--- src/rtl/adc_pkg.sv ---
`default_nettype none
// ============================================================================
//  Module      : adc_pkg
//  Description : Shared definitions for the XADC multi-channel capture block:
//                capture FSM state encoding, XADC DRP address constants and
//                DRP data width.
//  Revision    : 1.0 - initial release
// ============================================================================
package adc_pkg;

    // Width of the XADC DRP read-data bus
    localparam int DRP_DATA_W = 16;

    // XADC status-register addresses of interest
    localparam logic [6:0] XADC_ADDR_TEMP  = 7'h00;
    localparam logic [6:0] XADC_ADDR_VPVN  = 7'h03;
    localparam logic [6:0] XADC_ADDR_VAUX0 = 7'h10;

    // Capture FSM states
    typedef enum logic [1:0] {
        ST_IDLE      = 2'd0,
        ST_ISSUE     = 2'd1,
        ST_WAIT_DRDY = 2'd2,
        ST_ACCUM     = 2'd3
    } adc_state_e;

endpackage : adc_pkg
`default_nettype wire

--- src/rtl/adc_ch_accum.sv ---
`default_nettype none
// ============================================================================
//  Module      : adc_ch_accum
//  Description : NUM_CH-entry accumulator + sample-count bank with a single
//                read-modify-write port. On a write the addressed entry adds
//                the new sample; when its count wraps (2^AVG_LOG2 samples)
//                done_o is high and avg_o carries the truncated mean, and the
//                entry's accumulator restarts from zero.
//  Ports       : clk, rst_n   - clock, asynchronous active-low reset
//                wr_en_i      - perform the read-modify-write this cycle
//                idx_i        - entry index (0..NUM_CH-1)
//                sample_i     - new sample
//                done_o       - (comb) this write completes an average
//                avg_o        - (comb) averaged result for this write
//  Revision    : 1.0 - initial release
// ============================================================================
module adc_ch_accum #(
    parameter int NUM_CH   = 4,
    parameter int OUT_W    = 12,
    parameter int AVG_LOG2 = 0,
    parameter int IDX_W    = 2
) (
    input  logic             clk,
    input  logic             rst_n,
    input  logic             wr_en_i,
    input  logic [IDX_W-1:0] idx_i,
    input  logic [OUT_W-1:0] sample_i,
    output logic             done_o,
    output logic [OUT_W-1:0] avg_o
);

    // Sum of 2^AVG_LOG2 OUT_W-bit samples always fits in this width
    localparam int ACC_W = OUT_W + AVG_LOG2;

    logic [ACC_W-1:0] acc_q [NUM_CH];
    logic [ACC_W-1:0] sum_d;

    assign sum_d = acc_q[idx_i] + ACC_W'(sample_i);
    // Dropping the low AVG_LOG2 bits is the truncating divide
    assign avg_o = sum_d[ACC_W-1:AVG_LOG2];

    always_ff @(posedge clk or negedge rst_n) begin
        if (!rst_n) begin
            for (int i = 0; i < NUM_CH; i++) begin
                acc_q[i] <= '0;
            end
        end else if (wr_en_i) begin
            acc_q[idx_i] <= done_o ? '0 : sum_d;
        end
    end

    generate
        if (AVG_LOG2 == 0) begin : g_passthru
            // Every sample is its own average
            assign done_o = 1'b1;
        end else begin : g_avg
            logic [AVG_LOG2-1:0] cnt_q [NUM_CH];

            // Count is about to wrap to zero on this write
            assign done_o = &cnt_q[idx_i];

            always_ff @(posedge clk or negedge rst_n) begin
                if (!rst_n) begin
                    for (int i = 0; i < NUM_CH; i++) begin
                        cnt_q[i] <= '0;
                    end
                end else if (wr_en_i) begin
                    cnt_q[idx_i] <= cnt_q[idx_i] + 1'b1;
                end
            end
        end
    endgenerate

endmodule : adc_ch_accum
`default_nettype wire

--- src/rtl/adc_multich_capture.sv ---
`default_nettype none
// ============================================================================
//  Module      : adc_multich_capture
//  Description : XADC multi-channel result capture. Watches eoc/channel from
//                the XADC, issues a DRP read for each completed conversion on
//                an enabled channel, optionally averages 2^AVG_LOG2 samples
//                per channel and offers {channel, result} on a valid/ready
//                stream. Fully synchronous to clk.
//  Ports       : clk, rst_n        - DRP clock, asynchronous active-low reset
//                enable            - accept new EOCs
//                eoc_in/channel_in - XADC end-of-conversion and channel
//                den_out/daddr_out - DRP read request
//                drdy_in/do_in     - DRP read response
//                m_valid/m_ready/m_data/m_ch - result stream
//                overrun/timeout_err - sticky error flags
//                clr_flags         - clear both sticky flags
//  Revision    : 1.0 - initial release
// ============================================================================
module adc_multich_capture
    import adc_pkg::*;
#(
    parameter int         NUM_CH      = 4,
    parameter logic [4:0] CH_BASE     = XADC_ADDR_VAUX0[4:0],
    parameter int         OUT_W       = 12,
    parameter int         AVG_LOG2    = 0,
    parameter int         TIMEOUT_CYC = 64,
    localparam int        CH_W        = (NUM_CH > 1) ? $clog2(NUM_CH) : 1
) (
    input  logic                  clk,
    input  logic                  rst_n,
    input  logic                  enable,
    input  logic                  eoc_in,
    input  logic [4:0]            channel_in,
    output logic                  den_out,
    output logic [6:0]            daddr_out,
    input  logic                  drdy_in,
    input  logic [DRP_DATA_W-1:0] do_in,
    output logic                  m_valid,
    input  logic                  m_ready,
    output logic [OUT_W-1:0]      m_data,
    output logic [CH_W-1:0]       m_ch,
    output logic                  overrun,
    output logic                  timeout_err,
    input  logic                  clr_flags
);

    localparam int TMR_W = (TIMEOUT_CYC > 1) ? $clog2(TIMEOUT_CYC) : 1;
    localparam logic [TMR_W-1:0] TMR_LAST = TMR_W'(TIMEOUT_CYC - 1);

    adc_state_e       state_q;
    logic             den_q;
    logic [6:0]       daddr_q;
    logic [4:0]       ch_q;
    logic [CH_W-1:0]  idx_q;
    logic [TMR_W-1:0] timer_q;
    logic [OUT_W-1:0] sample_q;
    logic             timeout_q;

    logic             m_valid_q;
    logic [OUT_W-1:0] m_data_q;
    logic [CH_W-1:0]  m_ch_q;
    logic             overrun_q;

    logic             ch_in_range_d;
    logic [CH_W-1:0]  idx_d;
    logic             acc_wr_d;
    logic             acc_done;
    logic [OUT_W-1:0] acc_avg;
    logic             new_res_d;

    // Bits of do_in below the MSB-justified result are not needed
    logic unused_do;
    assign unused_do = ^do_in;

    // Widened to 6 bits so CH_BASE+NUM_CH past 31 compares correctly
    assign ch_in_range_d = (6'(channel_in) >= 6'(CH_BASE)) &&
                           (6'(channel_in) <  6'(CH_BASE) + 6'(NUM_CH));
    assign idx_d         = CH_W'(channel_in - CH_BASE);

    // ------------------------------------------------------------------
    // Capture FSM: eoc -> DRP read -> accumulate
    // ------------------------------------------------------------------
    always_ff @(posedge clk or negedge rst_n) begin
        if (!rst_n) begin
            state_q   <= ST_IDLE;
            den_q     <= 1'b0;
            daddr_q   <= '0;
            ch_q      <= '0;
            idx_q     <= '0;
            timer_q   <= '0;
            sample_q  <= '0;
            timeout_q <= 1'b0;
        end else begin
            den_q <= 1'b0;
            if (clr_flags) begin
                timeout_q <= 1'b0;
            end
            case (state_q)
                ST_IDLE: begin
                    if (eoc_in && enable && ch_in_range_d) begin
                        ch_q    <= channel_in;
                        idx_q   <= idx_d;
                        state_q <= ST_ISSUE;
                    end
                end
                ST_ISSUE: begin
                    den_q   <= 1'b1;
                    daddr_q <= {2'b00, ch_q};
                    timer_q <= '0;
                    state_q <= ST_WAIT_DRDY;
                end
                ST_WAIT_DRDY: begin
                    if (drdy_in) begin
                        sample_q <= do_in[DRP_DATA_W-1 -: OUT_W];
                        state_q  <= ST_ACCUM;
                    end else if (timer_q == TMR_LAST) begin
                        // Placed after the clear so a coincident clr_flags loses
                        timeout_q <= 1'b1;
                        state_q   <= ST_IDLE;
                    end else begin
                        timer_q <= timer_q + 1'b1;
                    end
                end
                ST_ACCUM: begin
                    state_q <= ST_IDLE;
                end
                default: begin
                    state_q <= ST_IDLE;
                end
            endcase
        end
    end

    assign acc_wr_d = (state_q == ST_ACCUM);

    adc_ch_accum #(
        .NUM_CH   (NUM_CH),
        .OUT_W    (OUT_W),
        .AVG_LOG2 (AVG_LOG2),
        .IDX_W    (CH_W)
    ) u_accum (
        .clk      (clk),
        .rst_n    (rst_n),
        .wr_en_i  (acc_wr_d),
        .idx_i    (idx_q),
        .sample_i (sample_q),
        .done_o   (acc_done),
        .avg_o    (acc_avg)
    );

    assign new_res_d = acc_wr_d && acc_done;

    // ------------------------------------------------------------------
    // Single-entry output slot and overrun flag
    // ------------------------------------------------------------------
    always_ff @(posedge clk or negedge rst_n) begin
        if (!rst_n) begin
            m_valid_q <= 1'b0;
            m_data_q  <= '0;
            m_ch_q    <= '0;
            overrun_q <= 1'b0;
        end else begin
            if (clr_flags) begin
                overrun_q <= 1'b0;
            end
            if (new_res_d) begin
                // A slot draining this cycle can accept the new result
                if (!m_valid_q || m_ready) begin
                    m_valid_q <= 1'b1;
                    m_data_q  <= acc_avg;
                    m_ch_q    <= idx_q;
                end else begin
                    overrun_q <= 1'b1;
                end
            end else if (m_valid_q && m_ready) begin
                m_valid_q <= 1'b0;
            end
        end
    end

    assign den_out     = den_q;
    assign daddr_out   = daddr_q;
    assign m_valid     = m_valid_q;
    assign m_data      = m_data_q;
    assign m_ch        = m_ch_q;
    assign overrun     = overrun_q;
    assign timeout_err = timeout_q;

endmodule : adc_multich_capture
`default_nettype wire
--- config.mk ---
export PLATFORM = sky130hd
export DESIGN_NAME = adc_multich_capture
export DESIGN_NICKNAME = d
export VERILOG_FILES = /design/src/rtl/adc_pkg.sv /design/src/rtl/adc_ch_accum.sv /design/src/rtl/adc_multich_capture.sv
export SDC_FILE = /design/constraint.sdc
export NUM_CORES = 1
export LEC_CHECK = 0
export CAP_MARGIN = 10
export CORE_UTILIZATION = 55
export DETAILED_ROUTE_END_ITERATION = 8
export DONT_BUFFER_PORTS = 1
export MAX_ROUTING_LAYER = met4
export PLACE_DENSITY = 0.71
export SLEW_MARGIN = 5
export SYNTH_ARGS = -nofsm -noshare
export SYNTH_HDL_FRONTEND = slang
export SYNTH_SLANG_ARGS = --single-unit
--- constraint.sdc ---
create_clock -name clk -period 4.57 [get_ports clk]
set_clock_uncertainty 0.2 [all_clocks]
set_input_delay 0.457 -clock clk [delete_from_list [all_inputs] [get_ports clk]]
set_output_delay 0.457 -clock clk [all_outputs]
set_load 0.02 [all_outputs]
# Yosys cells after proc, flatten, opt, wreduce, memory -nomap -nowiden
# Index checks and enable logic that the tools add are counted.
# op_classes
add_sub_neg	3
n_lt_le_gt_ge	4
n_eq_ne	9
muxes	23
bitwise	3
reduce_logical	16
# op_table
operator	n
bitwise AND 48 bit	1
inverter 48 bit	1
2-to-1 mux 12 bit	3
binary-select mux 12 bit (select 2 bit)	1
demux 12 bit (select 2 bit)	1
adder 12 bit	1
2-to-1 mux 6 bit	2
one-hot mux 6 bit (2 select lines)	1
2-to-1 mux 1 bit	11
AND reduction 2 bit	5
one-hot mux 2 bit (4 select lines)	1
adder 6 x 1 -> 6 bit, second input constant	1
== test 6 bit, second input constant	1
2-to-1 mux 2 bit	3
inequality test 2 bit, second input constant	3
>= comparator 5 bit, second input constant	1
logical AND 1 bit	5
less-than comparator 5 bit, second input constant	1
== test 2 bit, second input constant	2
nonzero test 2 bit	2
>= comparator 3 bit, second input constant	1
less-than comparator 3 x 1 -> 1 bit, second input constant	1
inequality test 3 bit, second input constant	1
inverter 2 -> 3 bit	1
other kinds (7)	7
# word_totals
register_bits	98
inputBits	28
output_inout_bits	25
elab_cells	74

# Depth between registers and ports, before layout
# Gate-level depths: netlist of the first run.
# logic_depth
depth_word	7
mapped_depth	9
depth_no_buf	8

# Hierarchy
# Synthesis of the first run repeated with hierarchy kept, for this count alone.
# hier_totals
cells_unflattened	325
hier_area_um2	4316.6
# by_module_without_submodules
mod	instances	cells_per_inst	area_per_inst_um2	seq_area_each_um2
adc_ch_accum	1	178	2317.2	1201.2
adc_multich_capture	1	147	1999.4	1201.2

# Least setup slack after synthesis of the first run
# OpenSTA, ideal clock, no wires.
# synth_timing
path_kind	register -> register
startpoint	register, netlist name ch_q[1]
endpoint	register m_data_q[7] (netlist: m_data[7])
setup_time_ns	0.069
arrival_time_ns	2.449
required_ns	4.301
setup_slack_ns	1.852
stages_incl_launch_ff	10
path_buffers	2
synth_period_minus_slack_ns	2.718
cell_sequence	dfrtp_1 buf_2 buf_1 mux4_1 ha_1 a21oi_1 nand2_1 o21a_1 or4_1 nand3_1
# synth_rtl
item	line	text
end signal: assignment	adc_multich_capture.sv:170	m_data_q <= acc_avg;
end: declaration	adc_multich_capture.sv:60	logic [OUT_W-1:0] m_data_q;

==> results of run 1 <==
==> cell type report <==
cell class | instances | area, um^2 | area share
repair buffers | 4 | 55.1 | 0.0121
well taps | 99 | 124 | 0.0273
inverters | 5 | 18.8 | 0.00413
multi-input cells | 239 | 1770 | 0.389
clock buffers | 12 | 145 | 0.0319
clock inverters | 4 | 30.0 | 0.00661
flip-flops and latches | 96 | 2400 | 0.528
==> cells by family after synthesis <==
kind of cell,Yosys count,share of synthesized area
buf+inv,21,0.0238
xor+xnor,6,0.0123
mux,28,0.111
fa+ha+maj,13,0.0399
compound gates,42,0.0645
other cells,1,0.000879
simple gates,148,0.185
flops,96,0.563
==> what timing repair did <==
action | 4_1_cts | 5_1_grt
buffers inserted | 0 | 0
endpoints found under the hold margin | 98 | 0
hold buffers | 3 | 0
==> routing by layer <==
metal  global-route usage  vias to the layer above  part of all wire
li1                     -                     1231                 -
met5                    -                        -                 0
met4               0.0685                        0             0.013
met2                0.289                       47              0.44
met3               0.0474                        9             0.027
met1                0.304                     1231              0.52
==> report_power, final <==
part | total, mW | leakage, nW | switching, mW | internal [mW]
registers | 1.28 | 1.28 | 0.274 | 1.01
clock network | 0.501 | 0.0866 | 0.287 | 0.214
logic | 0.463 | 0.875 | 0.231 | 0.232
==> per-stage QoR <==
stage	setup slack [ns]	power (mW)
after floorplan	1.85	1.65
after global placement	1.17	1.73
after detailed placement	1.13	1.75
after CTS	1.10	2.27
after global routing	0.920	2.39
final	1.13	2.25
==> registers in the layout, indices dropped and copies added, names as in the netlist <==
name           flops
ch_q               5
daddr_out          5
den_out            1
m_ch               2
m_data            12
m_valid            1
overrun            1
sample_q          12
state_q            2
timeout_err        1
timer_q            6
u_accum.acc_q     48
==> layout by cell type, fill, tap and decap left out, drive strengths merged, types with 2 or more instances in the layout <==
cell / Yosys / layout
dfrtp: 96 / 96
nand2: 50 / 50
and2: 39 / 39
mux2: 15 / 15
nor2b: 14 / 14
ha: 12 / 12
o21ai: 12 / 12
clkbuf: 6 / 12
mux4: 12 / 12
nor2: 11 / 11
nand3: 9 / 9
a21oi: 9 / 9
inv: 5 / 5
a21o: 5 / 5
nand2b: 4 / 4
nor3: 4 / 4
nand4b: 3 / 3
xnor2: 3 / 3
xor2: 3 / 3
a31oi: 3 / 3
o31ai: 3 / 3
and4: 3 / 3
clkinv: 0 / 3
o22ai: 2 / 2
and3: 2 / 2
nand4: 2 / 2
o21a: 2 / 2
nor3b: 2 / 2
conb: 1 / 2
dlygate4sd3: 0 / 2
buf: 10 / 2
==> how the worst min path moves through the flow <==
stage             startpoint   endpoint  slack [ns]  cells past startpoint
2_1_floorplan          rst_n    ch_q[0]       -0.04                      0
3_3_place_gp           rst_n  m_data[7]       -0.04                      0
3_5_place_dp           rst_n  m_data[7]       -0.04                      0
4_1_cts        channel_in[1]    ch_q[1]        0.03                      1
5_1_grt        channel_in[1]    ch_q[1]        0.02                      1
6_report       channel_in[1]    ch_q[1]        0.04                      1
==> flow_metrics.py, run 1 <==
metrics = {
    "sta": {
        "clock.fmax_ghz": 0.291,
        "period_needed_ns": 3.44,
        "rsz0062_at_grt": "false",
        "finalSetupViolations": 0,
        "max_slew_margin": 0.343,
        "hold_slack_ns": 0.0425,
        "hold_violations": 0,
        "tightest_slew_ns": 0.980,
        "tns_ns": 0,
        "drv_slew": 0,
        "min_period_over_period": 0.753,
    },
    "synth": {
        "yosysSeqAreaShare": 0.563,
        "netlist_area_um2": 4270,
        "synth.avg_cell_area_um2": 12.0,
        "ys_seq_elements": 96,
        "synth_cells": 355,
        "yosys_warnings": 0,
        "synth.area.top_cells": "dfrtp_1 56%, and2_1 5.7%, nand2_1 4.4%",
        "ys.flop_type": "dfrtp_1",
        "yosysUniqueCellTypes": 49,
        "async_flop_share": 1.00,
        "yosys.area.top_type_share": 0.563,
        "synth_largest_area_cell": "dfrtp_1",
        "yosysMostFrequentCell": "dfrtp_1",
        "netlist_top_cells_count": "96 x dfrtp_1, 50 x nand2_1, 39 x and2_1",
        "synth_edf_count": 0,
    },
    "place": {
        "dp.cells": 440,
        "detailed_place_hpwl_um": 4970,
        "dpl-instance-area_um2": 4320,
        "port_buffers": 0,
        "place_congestion": 0.776,
    },
    "drt": {
        "drcViolationCount": 0,
        "drtPass1Iterations": 4,
        "first_iter_violations": 161,
        "wirelength_um": 7460,
        "vias": 2518,
        "ant_nets": 0,
        "drt-wirelength-per-cell_um": 16.3,
        "vias_per_cell": 5.49,
    },
    "setup_path": {
        "worstSetupStartpointType": "flip-flop",
        "setup.worst_path.class": "flip-flop to flip-flop",
        "critPathCapture": "m_data[7]",
        "crit_required_ns": 4.67,
        "critPathMaxStageDelay_ns": 0.98,
        "crit_cells": 7,
        "path_cells": "mux4_1, ha_1, a21o_1, and4_4, o21a_1, or4_1, nand3_1",
        "worstReg2RegStart": "ch_q[0]",
        "r2r_end": "m_data[7]",
        "slowest_stage": "dfrtp_1",
        "cp_max_fo": 19,
        "critPathLaunch": "ch_q[0]",
        "path_delay_family": "flip-flops",
        "r2r_cells": 7,
        "r2r_slack_ns": 1.13,
        "crit_buf_inv": 0,
        "crit_arrival_ns": 3.53,
        "worstSetupEndpointType": "flip-flop",
    },
    "cells_and_area": {
        "post-route-util": 0.617,
        "fin_nets": 396,
        "final_cell_area_um2": 4550,
        "area_growth_pct": 6.57,
        "diodes": 0,
        "fin_cells": 459,
        "num-fill-cells": 567,
        "drive_gt1_frac": 0.117,
    },
    "job": {
        "cap_viol_max_count": 0,
    },
    "grt": {
        "grt_pass1_vias": 2568,
        "antenna_found_initial": 0,
        "grt_use_total": 0.208,
        "grt_overflow": 0,
        "grt_pass1_wl_um": 12800,
        "grt_max_degree": 97,
    },
    "cts": {
        "clock-sinks": 96,
        "ctsResizeCount": 0,
        "cts_max_level": 3,
        "cts.path.max_buffers": 2,
        "cts.clk_slew.worst_paths_ns": 0.09,
        "cts_inserted_buffers": 9,
        "clock_latency_ns": 0.36,
        "root_buffer": "clkbuf_8",
        "tritoncts": "done",
    },
    "outcome": {
        "status": "completed",
    },
    "die": {
        "die_h_um": 90.1,
        "rows": 31,
        "initial_core_util": 0.579,
        "pin_count": 53,
        "coreArea_um2": 7370,
        "die_x_um": 90.1,
        "dieArea_um2": 8110,
    },
    "power_and_ir_drop": {
        "p_leak_nw": 2.24,
        "ir_worst_vdd_mv": 0.185,
        "pwr_density_cell_nw_per_um2": 495,
    },
    "worst_hold_path": {
        "holdCritPathClass": "input pin to flip-flop",
    },
}
Note: power is estimated with default switching activity, not from simulation.
==> run 2, diff against run 1 <==
PLACE_DENSITY = 0.74   (was 0.71)
clock period = 3.03 ns   (was 4.57 ns; I/O delays follow)
==> flow_metrics.py, run 2 (synthesized netlist as in run 1, its figures left out) <==
metrics = {
    "outcome": {
        "status": "completed",
    },
    "grt": {
        "met2_usage": 0.348,
        "grt_pass1_wl_um": 13700,
        "grt_max_degree": 97,
        "grt_overflow": 0,
        "grt_pass1_vias": 2775,
        "grt_use_total": 0.223,
        "grt-busiest-layer": "met2",
        "grtUsageMet3": 0.0330,
        "antenna_found_initial": 0,
        "grt_use_met1": 0.297,
    },
    "cells_and_area": {
        "final_cell_mix": "95 x dfrtp_1, 50 x nand2_1, 39 x and2_1",
        "fin_cells": 484,
        "top_register": "u_accum.acc_q",
        "area_growth_pct": 12.7,
        "final_cell_area_um2": 4810,
        "fin_nets": 421,
        "final_common_cell": "dfrtp_1",
        "drive_gt1_frac": 0.132,
        "largest_reg_flops": 48,
        "diodes": 0,
    },
    "drt": {
        "drcViolationCount": 0,
        "drt-wirelength-per-cell_um": 16.4,
        "ant_nets": 0,
        "wirelength_um": 7940,
        "first_iter_violations": 148,
        "vias": 2674,
        "vias_per_cell": 5.52,
        "drtPass1Iterations": 6,
    },
    "cts": {
        "clock_latency_ns": 0.35,
        "cts.clk_slew.worst_paths_ns": 0.09,
        "cts_inserted_buffers": 9,
        "root_buffer": "clkbuf_8",
        "tritoncts": "done",
        "clock-sinks": 96,
        "cts_max_level": 3,
        "cts.path.max_buffers": 2,
    },
    "die": {
        "initial_core_util": 0.579,
        "dieArea_um2": 8110,
        "die_x_um": 90.1,
        "die_h_um": 90.1,
        "coreArea_um2": 7370,
        "pin_count": 53,
        "rows": 31,
    },
    "setup_path": {
        "crit_required_ns": 3.10,
        "crit_arrival_ns": 2.92,
        "worstSetupStartpointType": "flip-flop",
        "worstSetupEndpointType": "flip-flop",
        "setup.worst_path.class": "flip-flop to flip-flop",
        "cp_max_fo": 7,
    },
    "sta": {
        "period_needed_ns": 2.85,
        "max_slew_margin": 0.525,
        "drv_slew": 0,
        "rsz0062_at_grt": "false",
        "tns_ns": 0,
        "tightest_slew_ns": 0.711,
        "clock.fmax_ghz": 0.351,
        "hold_violations": 0,
        "min_period_over_period": 0.939,
        "finalSetupViolations": 0,
    },
    "place": {
        "port_buffers": 0,
        "place_congestion": 0.813,
        "dp.cells": 450,
        "dpl-instance-area_um2": 4390,
        "detailed_place_hpwl_um": 5360,
    },
    "job": {
        "cap_viol_max_count": 0,
    },
    "power_and_ir_drop": {
        "p_leak_nw": 2.37,
        "ir_worst_vdd_mv": 0.247,
        "pwr_density_cell_nw_per_um2": 755,
    },
    "worst_hold_path": {
        "holdCritPathClass": "input pin to flip-flop",
    },
}
-- run 2: cell count changes in the layout (fill, tap and decap cells not counted), sizes merged --
cell         change
clkbuf           +1
dlygate4sd3     +15
clkinv           -2
bufinv           +2
buf             +10
clkinvlp         -1
-- run 2: worst paths after layout --
kind,end,cells after the start,slack (ns),start
setup reg to reg,m_data[10],8,0.18,ch_q[0]
hold / removal,m_valid,2,0.004,m_ready
setup / recovery,m_data[10],8,0.18,ch_q[0]
hold reg to reg,daddr_out[2],2,0.27,ch_q[2]
min in group asynchronous,u_accum.acc_q[42],2,0.35,rst_n
max in group asynchronous,ch_q[0],2,1.91,rst_n
-- run 2: critical path: stages, from the launching register on --
cell      delay (ns)
dfrtp_2         0.45
mux4_1          0.62
ha_1            0.24
fa_1            0.43
a21o_1          0.20
nand4_1         0.13
a21boi_0        0.13
o21a_1          0.19
o31ai_1         0.17
-- run 2: stage by stage --
step / worst slack, ns / util / total power, mW / hold WS [ns]
global route: 0.0356 / 0.652 / 3.84 / 0.0159
detailed placement: 0.112 / 0.596 / 2.71 / -0.190
global placement: 0.156 / 0.596 / 2.67 / -0.190
floorplan: 0.312 / - / 2.48 / -0.193
finish: 0.184 / 0.652 / 3.63 / 0.00433
CTS: 0.0991 / 0.652 / 3.65 / 0.00427
-- run 2: power breakdown --
group	switching [mW]	leakage [nW]	internal [mW]	total, mW
logic	0.432	0.985	0.419	0.851
registers	0.353	1.28	1.53	1.88
clock network	0.411	0.108	0.488	0.898
-- run 2: what timing repair did --
action	4_1_cts	5_1_grt
resized for setup	0	1
buffers inserted	0	0
endpoints found under the hold margin	112	0
hold buffers	18	0
setup endpoints to repair	0	2
-- run 2: final cells by class --
type	instances	area, um^2
multi-input cells	239	1770
clock buffers	13	149
clock inverters	3	65.1
fillers	545	2560
inverters	5	18.8
well taps	99	124
flip-flops and latches	96	2400
repair buffers	29	280
-- run 2: per-layer routing --
metal	up-vias	wire, um
met2	68	3790
met3	9	289
li1	1286	-
met4	0	106
met5	-	0
met1	1311	3750
==> RTL change 1: new RTL, config.mk and constraints of run 2 <==
`NUM_CH` is set to 4 in 2 places; all go to 8.
--- a/src/rtl/adc_ch_accum.sv
+++ b/src/rtl/adc_ch_accum.sv
@@ -17,3 +17,3 @@
 module adc_ch_accum #(
-    parameter int NUM_CH   = 4,
+    parameter int NUM_CH   = 8,
     parameter int OUT_W    = 12,
--- a/src/rtl/adc_multich_capture.sv
+++ b/src/rtl/adc_multich_capture.sv
@@ -21,3 +21,3 @@
 #(
-    parameter int         NUM_CH      = 4,
+    parameter int         NUM_CH      = 8,
     parameter logic [4:0] CH_BASE     = XADC_ADDR_VAUX0[4:0],
Ports: changed (resized m_ch); port bits go from 53 to 54. No check against the original RTL was run, so the function may have changed too.
==> RTL change 1 against run 2 <==
- the run now ends with hold timing, setup timing left
- combinational power up 130%
- critical path depth up 5
- via count up 57%
- final area up 63%
- total power up 94%
- clock power rose to 2.8 times the old value
- fmax down 17%
- die area up 45%
- area after synthesis up 47%
- setup slack worse by 560 ps
- sequential share of layout area down 3.8 points
- wire length up 89%
- largest power group unchanged
- sequential cell count up 49
- critical path type unchanged
==> RTL change 1: results (changes against run 2) <==
Run status
Result of the run: finished, violations left (was completed). The checks that failed: hold timing, setup timing.

Finish
The final layout net count was 634 (was 421). The fraction of layout instances using a drive strength above 1 came to 26.6% (was 13.2%).

Clock tree
The number of setup buffers added after CTS is 7 (was 0). The number of hold buffers added after cts came to 19 (was 18). The total clock buffers created by CTS is 17 (was 9). The clock network latency to the later pin of the worst-skew pair is 420 ps (was 350 ps).

The CTS root buffer is clkbuf_16 (was clkbuf_8). The deepest level of the CTS H-tree is 4 (was 3). The clock transition at the registers of the reported paths is 60 ps (was 90 ps).

Power and ir drop
The net switching power of the design is 2.15 mW (was 1.20 mW). The total leakage power was 3.87 nW (was 2.37 nW). The clock-net power is 2.47 mW (was 898 uW). The share of power burned in combinational logic is 27.9% (was 23.5%). The peak ir drop on the vdd network is 0.000591 V (was 0.000247 V).

Synthesis
The adder-cell share of the synthesized area is 2.72% (was 3.99%). The proportion of synthesized area in mux cells is 10.7% (was 11.1%). The synthesized area per cell was 12.1 um2 (was 12.0 um2).

Synth area leaders: dfrtp_1 (58%), nor2b_1 (7.8%), mux2_2 (5.9%) (was dfrtp_1 (56%), and2_1 (5.7%), nand2_1 (4.4%)). The proportion of synthesized chip area in sequential cells is 58.1% (was 56.3%). The number of distinct library cells after synthesis was 51 (was 49).

STA
The slew at the pin closest to its max-slew limit came to 820 ps (was 711 ps). The final setup violation count is 8 (was 0). The final worst-path setup slack is -380 ps (was 184 ps). The final worst hold slack is -624 ps (was 4.33 ps).

The number of hold-slack violations in the final timing report came to 145 (was 0).

Detailed routing
The average wire per standard cell is 20.1 um (was 16.4 um). The routed length on met2 is 7430 um (was 3790 um). The DRC violation total after the first TritonRoute iteration was 358 (was 148). The number of iterations in the first detailed-routing pass is 4 (was 6). The routed length on met1 is 6640 um (was 3750 um).

Global routing
The all-layer global routing usage is 28.1% (was 22.3%). The wire length of the first global-routing pass was 23400 um (was 13700 um). The pin count of the biggest net entering global routing came to 146 (was 97). The number of global-route vias before repair is 4483 (was 2775).

Critical path
The worst-case reg-to-reg path depth came to 13 (was 8). The slack of the worst reg-to-reg path is -380 ps (was 180 ps). The standard cell with the maximum stage delay on the critical path is dfrtp_2 (was mux4_1). The delay of the slowest critical-path stage is 440 ps (was 620 ps).

The launch point of the worst reg-to-reg path is ch_q[1]$_DFFE_PN0P_ (was ch_q[0]$_DFFE_PN0P_). The termination of the worst setup path is m_data[8]$_DFFE_PN0P_ (was m_data[10]$_DFFE_PN0P_).

Min path
The worst hold path class is in -> async (was in -> reg).

Place
The sum of net half-perimeters after detailed placement is 8990 um (was 5360 um). The cell area reported after detailed placement is 0.00674 mm2 (was 0.00439 mm2).
RTL change 1: cell types whose count changed in the layout (fill, tap and decap cells not counted), moves of 6 or more:
cell | run 2 | this run
and2_1 | 39 | 24
buf_4 | 11 | 59
clkbuf_16 | 0 | 17
clkbuf_8 | 10 | 3
dfrtp_1 | 95 | 142
mux2_2 | 15 | 32
mux2i_1 | 1 | 7
mux4_1 | 6 | 0
nand2_1 | 50 | 39
nor2_1 | 11 | 20
nor2b_1 | 14 | 78
RTL change 1: metal layers:
layer  vias to the layer above  GRT usage, %
li1                       1919             -
met1                      2119          34.9
met2                       131          44.1
met3                        23          7.11
met4                         0          11.3
met5                         -             -
RTL change 1: final cells by class:
| type | instances | area, um2 |
|---|---|---|
| well taps | 140 | 175 |
| clock inverters | 11 | 230 |
| inverters | 5 | 18.8 |
| flip-flops and latches | 145 | 3630 |
| fillers | 667 | 3080 |
| clock buffers | 21 | 470 |
| repair buffers | 84 | 709 |
| multi-input cells | 340 | 2620 |
==> RTL change 2: new RTL, settings of run 2 <==
Without the edit above. Encoding of `adc_state_e`: now one-hot (4 bits for 4 states).
--- a/src/rtl/adc_pkg.sv
+++ b/src/rtl/adc_pkg.sv
@@ -19,7 +19,7 @@
     // Capture FSM states
-    typedef enum logic [1:0] {
-        ST_IDLE      = 2'd0,
-        ST_ISSUE     = 2'd1,
-        ST_WAIT_DRDY = 2'd2,
-        ST_ACCUM     = 2'd3
+    typedef enum logic [3:0] {
+        ST_IDLE      = 4'b0001,
+        ST_ISSUE     = 4'b0010,
+        ST_WAIT_DRDY = 4'b0100,
+        ST_ACCUM     = 4'b1000
     } adc_state_e;
Behaviour: same outputs for any inputs over 10 cycles, from zero or initial values and one cycle with rst_n low; not proved beyond that.
==> RTL change 2 against run 2 <==
- area after synthesis rose by 2.7%
- sequential cell count rose by 2
- final area rose by 2.0%
- setup slack got worse by 15 ps
- wire length fell by 0.23%
- critical endpoint is now m_data[9]$_DFFE_PN0P_
- highest routed layer unchanged
Power is not compared: it rests on default switching activity, and its combinational part moved more than twofold at a synthesized area within 25%.
==> RTL change 2: results (changes against run 2) <==
Global routing
The wire length of the first global-routing pass is 13300 um (was 13700 um). The pin count of the biggest net entering global routing is 99 (was 97). The all-layer global routing usage is 21.3% (was 22.3%).

Synthesis
The compound-gate portion of the synthesized area is 7.69% (was 6.45%). Synth area leaders: dfrtp_1 (55%), mux4_2 (6.2%), and2_1 (5.4%) (was dfrtp_1 (56%), and2_1 (5.7%), nand2_1 (4.4%)). The proportion of synthesized area in mux cells is 10.8% (was 11.1%).

The post-synthesis xor/xnor area fraction was 1.60% (was 1.23%). The number of distinct library cells after synthesis came to 54 (was 49). The count of yosys warnings during synthesis came to 0 (unchanged).

STA
The relative max-transition margin is 48.0% (was 52.5%).

Critical path
The worst-case reg-to-reg path depth came to 7 (was 8). The maximum fanout along the worst path is 8 (was 7). The launch point of the worst reg-to-reg path was ch_q[0]$_DFFE_PN0P_ (unchanged). The worst flop-to-flop path endpoint is m_data[9]$_DFFE_PN0P_ (was m_data[10]$_DFFE_PN0P_). The data arrival time at the worst-slack endpoint is 2910 ps (was 2920 ps).

The delay of the slowest critical-path stage is 520 ps (was 620 ps).

Min path
The hold path depth is 3 (was 2). The source of the worst hold timing path is enable (was m_ready).

Clock tree
The CTS root buffer is clkbuf_8 (unchanged).

Detailed routing
The number of iterations in the first detailed-routing pass came to 4 (was 6). The DRC violation total after the first TritonRoute iteration is 162 (was 148). The total via count after detailed routing came to 2707 (was 2674). The average wire per standard cell was 16.3 um (was 16.4 um).

Place
The sum of net half-perimeters after detailed placement is 5470 um (was 5360 um). The placer congestion estimate is 0.870 (was 0.813).

Run status
Result of the run: completed (unchanged).

Finish
The area growth from synthesis to layout is 11.9% (was 12.7%). The fraction of layout instances using a drive strength above 1 was 18.4% (was 13.2%).
[RTL change 2: cells by family (layout without fill, tap and decap cells)]
kind of cell | after synthesis | in the layout
AO/OA/AOI/OAI | 50 | 50
XOR/XNOR | 8 | 8
adder cells (fa/ha/maj) | 13 | 13
buffers and inverters | 23 | 52
flip-flops | 98 | 98
multiplexers | 30 | 30
other | 1 | 2
AND/OR/NAND/NOR | 132 | 132
[RTL change 2: layout make-up]
class / count / share of cell area (%)
tap: 102 / 2.60
inverter: 6 / 0.460
timing repair buffer: 30 / 5.87
multi-input combinational: 235 / 36.8
clock buffer: 10 / 2.60
clock inverter: 6 / 1.51
sequential: 98 / 50.1
[RTL change 2: how the worst max path moves through the flow]
stage,startpoint,end,slack (ps)
after floorplan,ch_q[1]$_DFFE_PN0P_,m_data[9]$_DFFE_PN0P_,110
after global placement,ch_q[0]$_DFFE_PN0P_,m_data[8]$_DFFE_PN0P_,140
after detailed placement,ch_q[0]$_DFFE_PN0P_,m_data[8]$_DFFE_PN0P_,100
after CTS,ch_q[0]$_DFFE_PN0P_,m_data[8]$_DFFE_PN0P_,90
after global routing,ch_q[0]$_DFFE_PN0P_,m_data[8]$_DFFE_PN0P_,50
final,ch_q[0]$_DFFE_PN0P_,m_data[9]$_DFFE_PN0P_,170
[RTL change 2: what timing repair did]
item	CTS	global route
endpoints found under the hold margin	118	0
gates resized for setup	0	2
hold buffers	18	0
endpoints found under the setup margin	0	1
[RTL change 2: layer usage]
layer  wire length (um)  track usage, %  share of wire (%)  vias to the layer above
met5                  0               -                  0                        -
met4                114            7.41                1.4                        0
met3                186            3.52                2.3                       13
met2               3880            32.3                 49                       36
met1               3740            29.4                 47                     1378
li1                   -               -                  -                     1280
[RTL change 2: power breakdown]
group	switching, mW	leakage, nW	internal (mW)
Sequential	0.0222	1.31	1.32
Clock	0.465	0.0950	0.392
Combinational	0.0754	1.01	0.0750
[RTL change 2: tightest hold or removal path, delay by kind of cell]
kind          cells  cell delay, ps
buf+inv           1             150
simple gates      2             120
[RTL change 2: per-stage QoR]
step / hold WS, ps / instances / area [um2] / setup WS [ps] / utilization [%]
3_5_place_dp: -191 / 453 / 4490 / 95.1 / 58.1
2_1_floorplan: -193 / 356 / 4380 / 106 / -
4_1_cts: 36.4 / 487 / 4890 / 85.7 / 63.2
6_report: 43.4 / 487 / 4900 / 169 / 63.4
5_1_grt: 51.0 / 487 / 4900 / 49.3 / 63.4
3_3_place_gp: -191 / 453 / 4490 / 138 / 58.1
